$ cat src/rtl/branch_tag_ctrl.sv
// Branch-tag allocator and resolution arbiter: hands out one-hot speculation tags, tracks
// inter-tag dependencies and drives the single registered clean/kill broadcast bus.
module branch_tag_ctrl #(
    parameter int unsigned NUM_TAGS  = 4,
    parameter int unsigned TAG_WIDTH = $clog2(NUM_TAGS),
    parameter int unsigned NUM_RES   = 2
) (
    input  logic                         clk_i,
    input  logic                         rst_ni,
    input  logic                         alloc_req_i,
    output logic                         alloc_gnt_o,
    output logic [TAG_WIDTH-1:0]         alloc_tag_o,
    output logic [NUM_TAGS-1:0]          alloc_mask_o,
    output logic                         tags_full_o,
    input  logic [NUM_RES-1:0]           res_valid_i,
    input  logic [NUM_RES*TAG_WIDTH-1:0] res_tag_i,
    input  logic [NUM_RES-1:0]           res_mispredict_i,
    output logic [NUM_RES-1:0]           res_ready_o,
    input  logic                         flush_i,
    output logic                         brb_broadcast_o,
    output logic [TAG_WIDTH-1:0]         brb_tag_o,
    output logic                         brb_clean_o,
    output logic                         brb_kill_o
);
    localparam int unsigned RrW = (NUM_RES > 1) ? $clog2(NUM_RES) : 1;

    logic [NUM_TAGS-1:0]  live_q, live_d;
    logic [NUM_TAGS-1:0]  dep_q [NUM_TAGS];
    logic [NUM_TAGS-1:0]  dep_d [NUM_TAGS];
    logic [RrW-1:0]       rr_q, rr_d;
    logic                 bv_q, bv_d, bkill_q, bkill_d;
    logic [TAG_WIDTH-1:0] btag_q, btag_d;

    logic [TAG_WIDTH-1:0] res_tags [NUM_RES];
    logic [NUM_TAGS-1:0]  bus_onehot;
    logic                 cand_found;
    logic [TAG_WIDTH-1:0] cand_idx;
    logic                 stall;
    logic                 res_gnt, res_sel_mis;
    logic [RrW-1:0]       res_idx, cur;
    logic [TAG_WIDTH-1:0] res_sel_tag;

    for (genvar g = 0; g < NUM_RES; g++) begin : g_unpack
        assign res_tags[g] = res_tag_i[g*TAG_WIDTH +: TAG_WIDTH];
    end

    always_comb begin
        bus_onehot = '0;
        if (bv_q) bus_onehot[btag_q] = 1'b1;
    end

    // The tag on the bus is still busy this cycle, so it is never a candidate.
    always_comb begin
        cand_found = 1'b0;
        cand_idx   = '0;
        for (int unsigned t = 0; t < NUM_TAGS; t++) begin
            if (!cand_found && !live_q[t] && !bus_onehot[t]) begin
                cand_found = 1'b1;
                cand_idx   = TAG_WIDTH'(t);
            end
        end
    end

    assign stall        = bkill_q | flush_i | ~rst_ni;
    assign alloc_gnt_o  = alloc_req_i & cand_found & ~stall;
    assign alloc_tag_o  = cand_idx;
    assign alloc_mask_o = live_q & ~bus_onehot;
    assign tags_full_o  = ~cand_found;

    always_comb begin
        res_gnt     = 1'b0;
        res_idx     = '0;
        res_sel_tag = '0;
        res_sel_mis = 1'b0;
        res_ready_o = '0;
        cur         = '0;
        for (int unsigned i = 0; i < NUM_RES; i++) begin
            cur = RrW'((32'(rr_q) + i) % NUM_RES);
            if (!res_gnt && !stall && res_valid_i[cur] && !(bv_q && res_tags[cur] == btag_q)) begin
                res_gnt     = 1'b1;
                res_idx     = cur;
                res_sel_tag = res_tags[cur];
                res_sel_mis = res_mispredict_i[cur];
            end
        end
        if (res_gnt) res_ready_o[res_idx] = 1'b1;
    end

    always_comb begin
        live_d  = live_q;
        dep_d   = dep_q;
        rr_d    = rr_q;
        bv_d    = 1'b0;
        bkill_d = 1'b0;
        btag_d  = btag_q;
        if (bv_q) begin
            if (bkill_q) begin
                for (int unsigned j = 0; j < NUM_TAGS; j++) begin
                    if (bus_onehot[j] || dep_q[j][btag_q]) begin
                        live_d[j] = 1'b0;
                        dep_d[j]  = '0;
                    end
                end
            end else begin
                live_d[btag_q] = 1'b0;
                for (int unsigned j = 0; j < NUM_TAGS; j++) dep_d[j][btag_q] = 1'b0;
            end
        end
        if (alloc_gnt_o) begin
            live_d[cand_idx] = 1'b1;
            dep_d[cand_idx]  = alloc_mask_o;
        end
        if (res_gnt) begin
            rr_d = (res_idx == RrW'(NUM_RES - 1)) ? '0 : res_idx + 1'b1;
            // A request for a tag that is not live is consumed silently.
            if (live_q[res_sel_tag]) begin
                bv_d    = 1'b1;
                btag_d  = res_sel_tag;
                bkill_d = res_sel_mis;
            end
        end
        if (flush_i) begin
            live_d = '0;
            for (int unsigned j = 0; j < NUM_TAGS; j++) dep_d[j] = '0;
            bv_d    = 1'b0;
            bkill_d = 1'b0;
        end
    end

    always_ff @(posedge clk_i or negedge rst_ni) begin
        if (!rst_ni) begin
            live_q  <= '0;
            for (int unsigned j = 0; j < NUM_TAGS; j++) dep_q[j] <= '0;
            rr_q    <= '0;
            bv_q    <= 1'b0;
            bkill_q <= 1'b0;
            btag_q  <= '0;
        end else begin
            live_q  <= live_d;
            dep_q   <= dep_d;
            rr_q    <= rr_d;
            bv_q    <= bv_d;
            bkill_q <= bkill_d;
            btag_q  <= btag_d;
        end
    end

    assign brb_broadcast_o = bv_q;
    assign brb_tag_o       = btag_q;
    assign brb_clean_o     = bv_q & ~bkill_q;
    assign brb_kill_o      = bv_q & bkill_q;

endmodule

$ cat config.mk
export PLATFORM = sky130hd
export DESIGN_NAME = branch_tag_ctrl
export DESIGN_NICKNAME = d
export VERILOG_FILES = /design/src/rtl/branch_tag_ctrl.sv
export SDC_FILE = /design/constraint.sdc
export NUM_CORES = 1
export LEC_CHECK = 0
export BUFFER_PORTS_ARGS = -buffer_cell sky130_fd_sc_hd__clkbuf_2
export CAP_MARGIN = 40
export CORE_MARGIN = 2
export CORE_UTILIZATION = 50
export DETAILED_ROUTE_END_ITERATION = 6
export PLACE_DENSITY = 0.82
export SLEW_MARGIN = 20
export SYNTH_ARGS = -nofsm -noshare
export SYNTH_HDL_FRONTEND = slang
export SYNTH_SLANG_ARGS = --single-unit
export TNS_END_PERCENT = 10
$ cat constraint.sdc
create_clock -name clk_i -period 5 [get_ports clk_i]
set_input_delay 0.75 -clock clk_i [delete_from_list [all_inputs] [get_ports clk_i]]
set_output_delay 0.75 -clock clk_i [all_outputs]
set_load 0.05 [all_outputs]
==> flow_summary.toml, run 1 <==
[setup_path]
max_stage_delay_ns = 0.78
cp_num_buf_inv = 1
crit_top_cell = "mux2i_1"
critical_path.max_fanout = 18
cp-start-kind = "register"
worstSetupEndpointType = "primary output"
worst_ep_required_time_ns = 4.25
critPathSlowestCell = "dfrtp_1"
worst_path_dominant_cell_family = "multiplexers"
critical_path_class = "register to primary output"
arrival_ns = 2.64
cp_cell_sequence = "mux2i_1, mux2i_1, a21o_2, and2_1, mux2_2, clkbuf_2"

[layout]
areaGrowthSynthToFinish_pct = 9.98
drive_gt1_frac = 0.214
diodes = 0
finalNetCount = 247

[run]
drv_cap = 0

[route]
drtIter0Drc = 142
vias_per_cell = 5.98
drt_wl_total_mm = 4.22
wl_per_cell_um = 14.9
drtPass1Iterations = 4
antenna_left = 0
drc = 0
vias = 1687

[power]
ir_drop_mv = 0.207
powerDensity_nw_per_um2 = 322
p_leak_nw = 0.945

[timing]
max_slew_margin = 0.480
rsz0062_at_grt = "no"
max_freq_mhz = 295
worst_slew_pin_slew_ns = 0.780
timing_hold_violations_final = 0
fin_tns_setup_ns = 0
setup_violations = 0
drv_slew = 0
period_needed_ns = 3.39
finalCritPeriodShare = 0.679
fin_skew_ns = 0.00827
holdWs_ns = 0.441

[synthesis]
syn_nets = 227
ys_seq_elements = 25
synth.largest_area_cell = "dfrtp_1"
synth_top_area_frac = 0.330
yosysWarnings = 0
synth_area_per_cell_um2 = 8.80
syn-instance-count = 215
synth-edff-count = 0
dominantRegCellSynth = "dfrtp_1"
async_reset_ff_frac = 1.00
netlist_area_um2 = 1890
ys_seq_area_frac = 0.330
synth.distinct_cells = 52
synth_area_leaders = "dfrtp_1, nand2_1, nand2b_1"

[die]
start_util = 0.517
core_area_um2 = 3660
die_width_um = 65.5
fp.dieArea_um2 = 4290
io_pins = 27
rows = 22
die_y_um = 65.5

[run_status]
status = "finished, final reports clean"

[cts]
numCtsBuffers = 3
cts_resized = 0
htree_levels = 1
cts_tree = "yes"
clockBufferDepth = 2
cts-root-buf = "clkbuf_8"
clk_latency_ns = 0.28
clk_pin_slew_worst_paths_ns = 0.10
cts_num_sinks = 25
holdBufCountCts = 0
cts_setup_buffers = 0

[global_routing]
grt_pass1_wl_mm = 7.16
antenna_found_initial = 0
grt_pass1_vias = 1551
overflow = 0
track_usage = 0.213
grt_max_degree = 31

[placement]
place_hpwl_mm = 3.08
gp_congestion = 0.927
portBuffers = 26

[min_path]
hold_class = "input port to async pin"
## path summary, 6_finish.rpt
path / start / endpoint / slack [ns] / cells past startpoint
setup / recovery: rr_q / res_ready_o[1] / 1.61 / 6
hold / removal: rst_ni / dep_q[7] / 0.44 / 2
hold reg to reg: dep_q[1] / dep_q[1] / 0.53 / 2
max in group asynchronous: rst_ni / dep_q[11] / 4.31 / 2
setup reg to reg: rr_q / brb_tag_o[0] / 2.20 / 7
min in group clk_i: dep_q[1] / dep_q[1] / 0.53 / 2
## routing by layer
metal,up-vias,wire length (µm),share of wire,global-route usage
li1,816,-,-,-
met2,55,1950,0.46,0.335
met1,809,1940,0.46,0.306
met4,0,82,0.019,0.0729
met5,-,0,0,0
met3,7,247,0.059,0.0205
## kinds of logic after synthesis
logic type / after synthesis / synth area share
and+or+nand+nor: 103 / 0.286
buffers and inverters: 17 / 0.0463
DFF: 25 / 0.330
xor gates and xnor gates: 3 / 0.0178
muxes: 15 / 0.110
AOI/OAI and AO/OA: 52 / 0.210
## metrics by stage
stage	power [W]	util	std cells	worst slack [ns]	cell area, µm²
detailed placement	0.000544	0.551	277	1.61	2020
CTS	0.000666	0.565	281	1.57	2070
floorplan	0.000503	-	215	2.03	1890
finish	0.000670	0.569	282	1.61	2080
global placement	0.000540	0.551	277	1.68	2020
global route	0.000705	0.569	282	1.46	2080
## where the power goes
group / switching, W / leakage, nW / total, W / internal (W)
sequential: 0.0000682 / 0.346 / 0.000282 / 0.000214
clock: 0.0000693 / 0.0217 / 0.000126 / 0.0000567
combinational: 0.000157 / 0.578 / 0.000262 / 0.000105
total: 0.000294 / 0.945 / 0.000670 / 0.000376
## registers in the layout, summed over array words and instances (netlist names)
register         cells
brb_tag_o            2
dep_q               16
rr_q                 1
live_q               4
brb_broadcast_o      1
bkill_q              1
## cell usage after synthesis (2+ instances only)
| cell | n |
|---|---|
| a211oi_1 | 2 |
| a21boi_0 | 4 |
| a21oi_1 | 18 |
| a21oi_2 | 2 |
| a221oi_1 | 2 |
| a22oi_1 | 3 |
| a31oi_1 | 2 |
| a32o_1 | 2 |
| a32oi_2 | 2 |
| and2_1 | 5 |
| and3_1 | 2 |
| buf_2 | 7 |
| buf_6 | 2 |
| clkbuf_1 | 4 |
| dfrtp_1 | 25 |
| inv_1 | 4 |
| mux2_2 | 2 |
| mux2i_1 | 7 |
| mux4_2 | 4 |
| nand2_1 | 38 |
| nand2b_1 | 15 |
| nand3_1 | 15 |
| nand3b_1 | 2 |
| nor2_1 | 8 |
| nor2b_1 | 3 |
| nor3_1 | 2 |
| nor4bb_1 | 4 |
| o21ai_1 | 2 |
| or2_0 | 4 |
## area by class of cell
cell class	count	area, µm²
fillers	342	1580
repair buffers	28	153
multi-input cells	173	1180
well taps	48	60.1
flip-flops and latches	25	626
clock inverters	1	7.51
inverters	4	15.0
clock buffers	3	41.3
## cells in the final DEF, fill, tap and decap left out, types with 5 or more instances in the layout
master    count
nand2_1      38
clkbuf_2     26
dfrtp_1      25
a21oi_1      18
nand2b_1     15
nand3_1      15
nor2_1        8
mux2i_1       7
and2_1        5
(Power assumes the default switching activity.)
==> inputs of run 2 (changes only) <==
--- a/config.mk
+++ b/config.mk
@@ -10,7 +10,7 @@
 export CORE_MARGIN = 2
 export CORE_UTILIZATION = 50
 export DETAILED_ROUTE_END_ITERATION = 6
-export PLACE_DENSITY = 0.82
+export PLACE_DENSITY = 0.85
 export SLEW_MARGIN = 20
 export SYNTH_ARGS = -nofsm -noshare
 export SYNTH_HDL_FRONTEND = slang
==> constraint.sdc (replaced) <==
create_clock -name clk_i -period 2.76 [get_ports clk_i]
set_input_delay 0.414 -clock clk_i [delete_from_list [all_inputs] [get_ports clk_i]]
set_output_delay 0.414 -clock clk_i [all_outputs]
set_load 0.05 [all_outputs]
==> run 2 against run 1 <==
  * Worst hold slack got worse by 0.28 ns
  * Critical path depth stayed put
  * Utilization increased by 2.1 points
  * Final cell count rose by 2.8%
  * Die area unchanged
  * Combinational power up 130%
  * Critical path type unchanged
==> flow_summary.toml, run 2 (synthesis gave the netlist of run 1 again) <==
[timing]
fin_tns_setup_ns = 0
rsz0062_at_grt = "no"
timing_hold_violations_final = 0
fin_skew_ns = 0.00515
period_needed_ns = 2.65
drv_slew = 0
worst_slew_pin_slew_ns = 0.517
finalCritPeriodShare = 0.960
max_freq_mhz = 377
setup_violations = 0
max_slew_margin = 0.655
holdWs_ns = 0.159

[cts]
htree_levels = 1
holdBufCountCts = 0
numCtsBuffers = 3
clockBufferDepth = 2
clk_pin_slew_worst_paths_ns = 0.09
clk_latency_ns = 0.27
cts-root-buf = "clkbuf_8"
cts_num_sinks = 25
cts_tree = "yes"

[layout]
mostFrequentLayoutCell = "nand2_1"
diodes = 0
drive_gt1_frac = 0.256
areaGrowthSynthToFinish_pct = 13.9
finalNetCount = 255
fin_cells = 290
largest_reg_flops = 16
final_cell_mix = "nand2_1, clkbuf_2, dfrtp_1, a21oi_1"
top_register = "dep_q"

[placement]
portBuffers = 26
gp_congestion = 0.984
place_hpwl_mm = 3.33
placedCellCount = 283

[die]
io_pins = 27
start_util = 0.517
die_y_um = 65.5
core_area_um2 = 3660
die_width_um = 65.5
rows = 22
fp.dieArea_um2 = 4290

[power]
p_leak_nw = 0.985
ir_drop_mv = 0.274
design_power_total_w = 0.00129
powerDensity_nw_per_um2 = 597

[min_path]
hold_class = "input port to async pin"

[route]
drtPass1Iterations = 6
drt_wl_total_mm = 4.51
vias_per_cell = 5.89
drtIter0Drc = 138
vias = 1708
drc = 0
wl_per_cell_um = 15.5
antenna_left = 0

[global_routing]
grt_pass1_wl_mm = 7.29
antenna_found_initial = 0
overflow = 0
track_usage = 0.221
grt_pass1_vias = 1517
grt_max_degree = 28

[setup_path]
cp_num_buf_inv = 1
worstSetupEndpointType = "primary output"
cp-start-kind = "register"
worst_path_dominant_cell_family = "multiplexers"
worst_ep_required_time_ns = 2.35
arrival_ns = 2.24
critical_path_class = "register to primary output"
max_stage_delay_ns = 0.46
critPathSlowestCell = "dfrtp_2"
cp_cell_sequence = "mux2i_1, mux2i_2, a21o_2, and2_1, mux2_2, clkbuf_2"
critical_path.max_fanout = 6

[run]
drv_cap = 0

[run_status]
status = "finished, final reports clean"
-- run 2: cell count changes in the layout (fill, tap and decap cells not counted), sizes merged --
cell,change
buf,+8
-- run 2: final timing paths --
path / start / endpoint / slack, ns / cells past startpoint
max: rr_q / res_ready_o[1] / 0.11 / 6
min: rst_ni / dep_q[6] / 0.16 / 2
max reg2reg: bkill_q / brb_tag_o[0] / 0.25 / 8
min reg2reg: dep_q[3] / dep_q[3] / 0.53 / 1
max in group asynchronous: rst_ni / rr_q / 2.34 / 2
min in group clk_i: dep_q[3] / dep_q[3] / 0.53 / 1
-- run 2: stage by stage --
stage | util | worst slack [ns] | area (µm²)
after floorplan | - | 0.120 | 1900
after global placement | 0.565 | 0.294 | 2070
after detailed placement | 0.565 | 0.186 | 2070
after CTS | 0.578 | 0.0482 | 2120
after global routing | 0.589 | 0.00331 | 2160
final | 0.589 | 0.110 | 2160
-- run 2: repair_timing --
| action | in CTS | in global routing |
|---|---|---|
| setup endpoints to repair | 2 | 2 |
| pin swaps | 0 | 1 |
| setup buffers | 0 | 3 |
| resized for setup | 1 | 2 |
-- run 2: layout make-up --
type,count,area [µm²]
clock inverter,1,7.51
multi-input combinational,173,1190
timing repair buffer,36,218
inverter,4,15.0
sequential,25,628
clock buffer,3,41.3
fill,310,1500
tap,48,60.1
-- run 2: layer usage --
metal | vias up | GRT usage | part of all wire
met2 | 54 | 0.367 | 0.49
li1 | 831 | - | -
met3 | 6 | 0.0274 | 0.050
met4 | 0 | 0.0521 | 0.011
met1 | 817 | 0.307 | 0.45
met5 | - | 0 | 0
-- run 2: power by group --
| group | switching (W) | internal, W |
|---|---|---|
| Combinational | 0.000357 | 0.000244 |
| Clock | 0.000123 | 0.000102 |
| Sequential | 0.0000694 | 0.000392 |
| Total | 0.000549 | 0.000739 |
-- run 2: worst reg2reg max path, cell delays in order (launching register included) --
cell and delay (ns):
dfrtp_2 0.50, nor3b_4 0.28, o211ai_1 0.19, buf_4 0.19
a21oi_2 0.25, nand2_1 0.15, a32oi_2 0.29, mux2_1 0.35
a32o_1 0.21
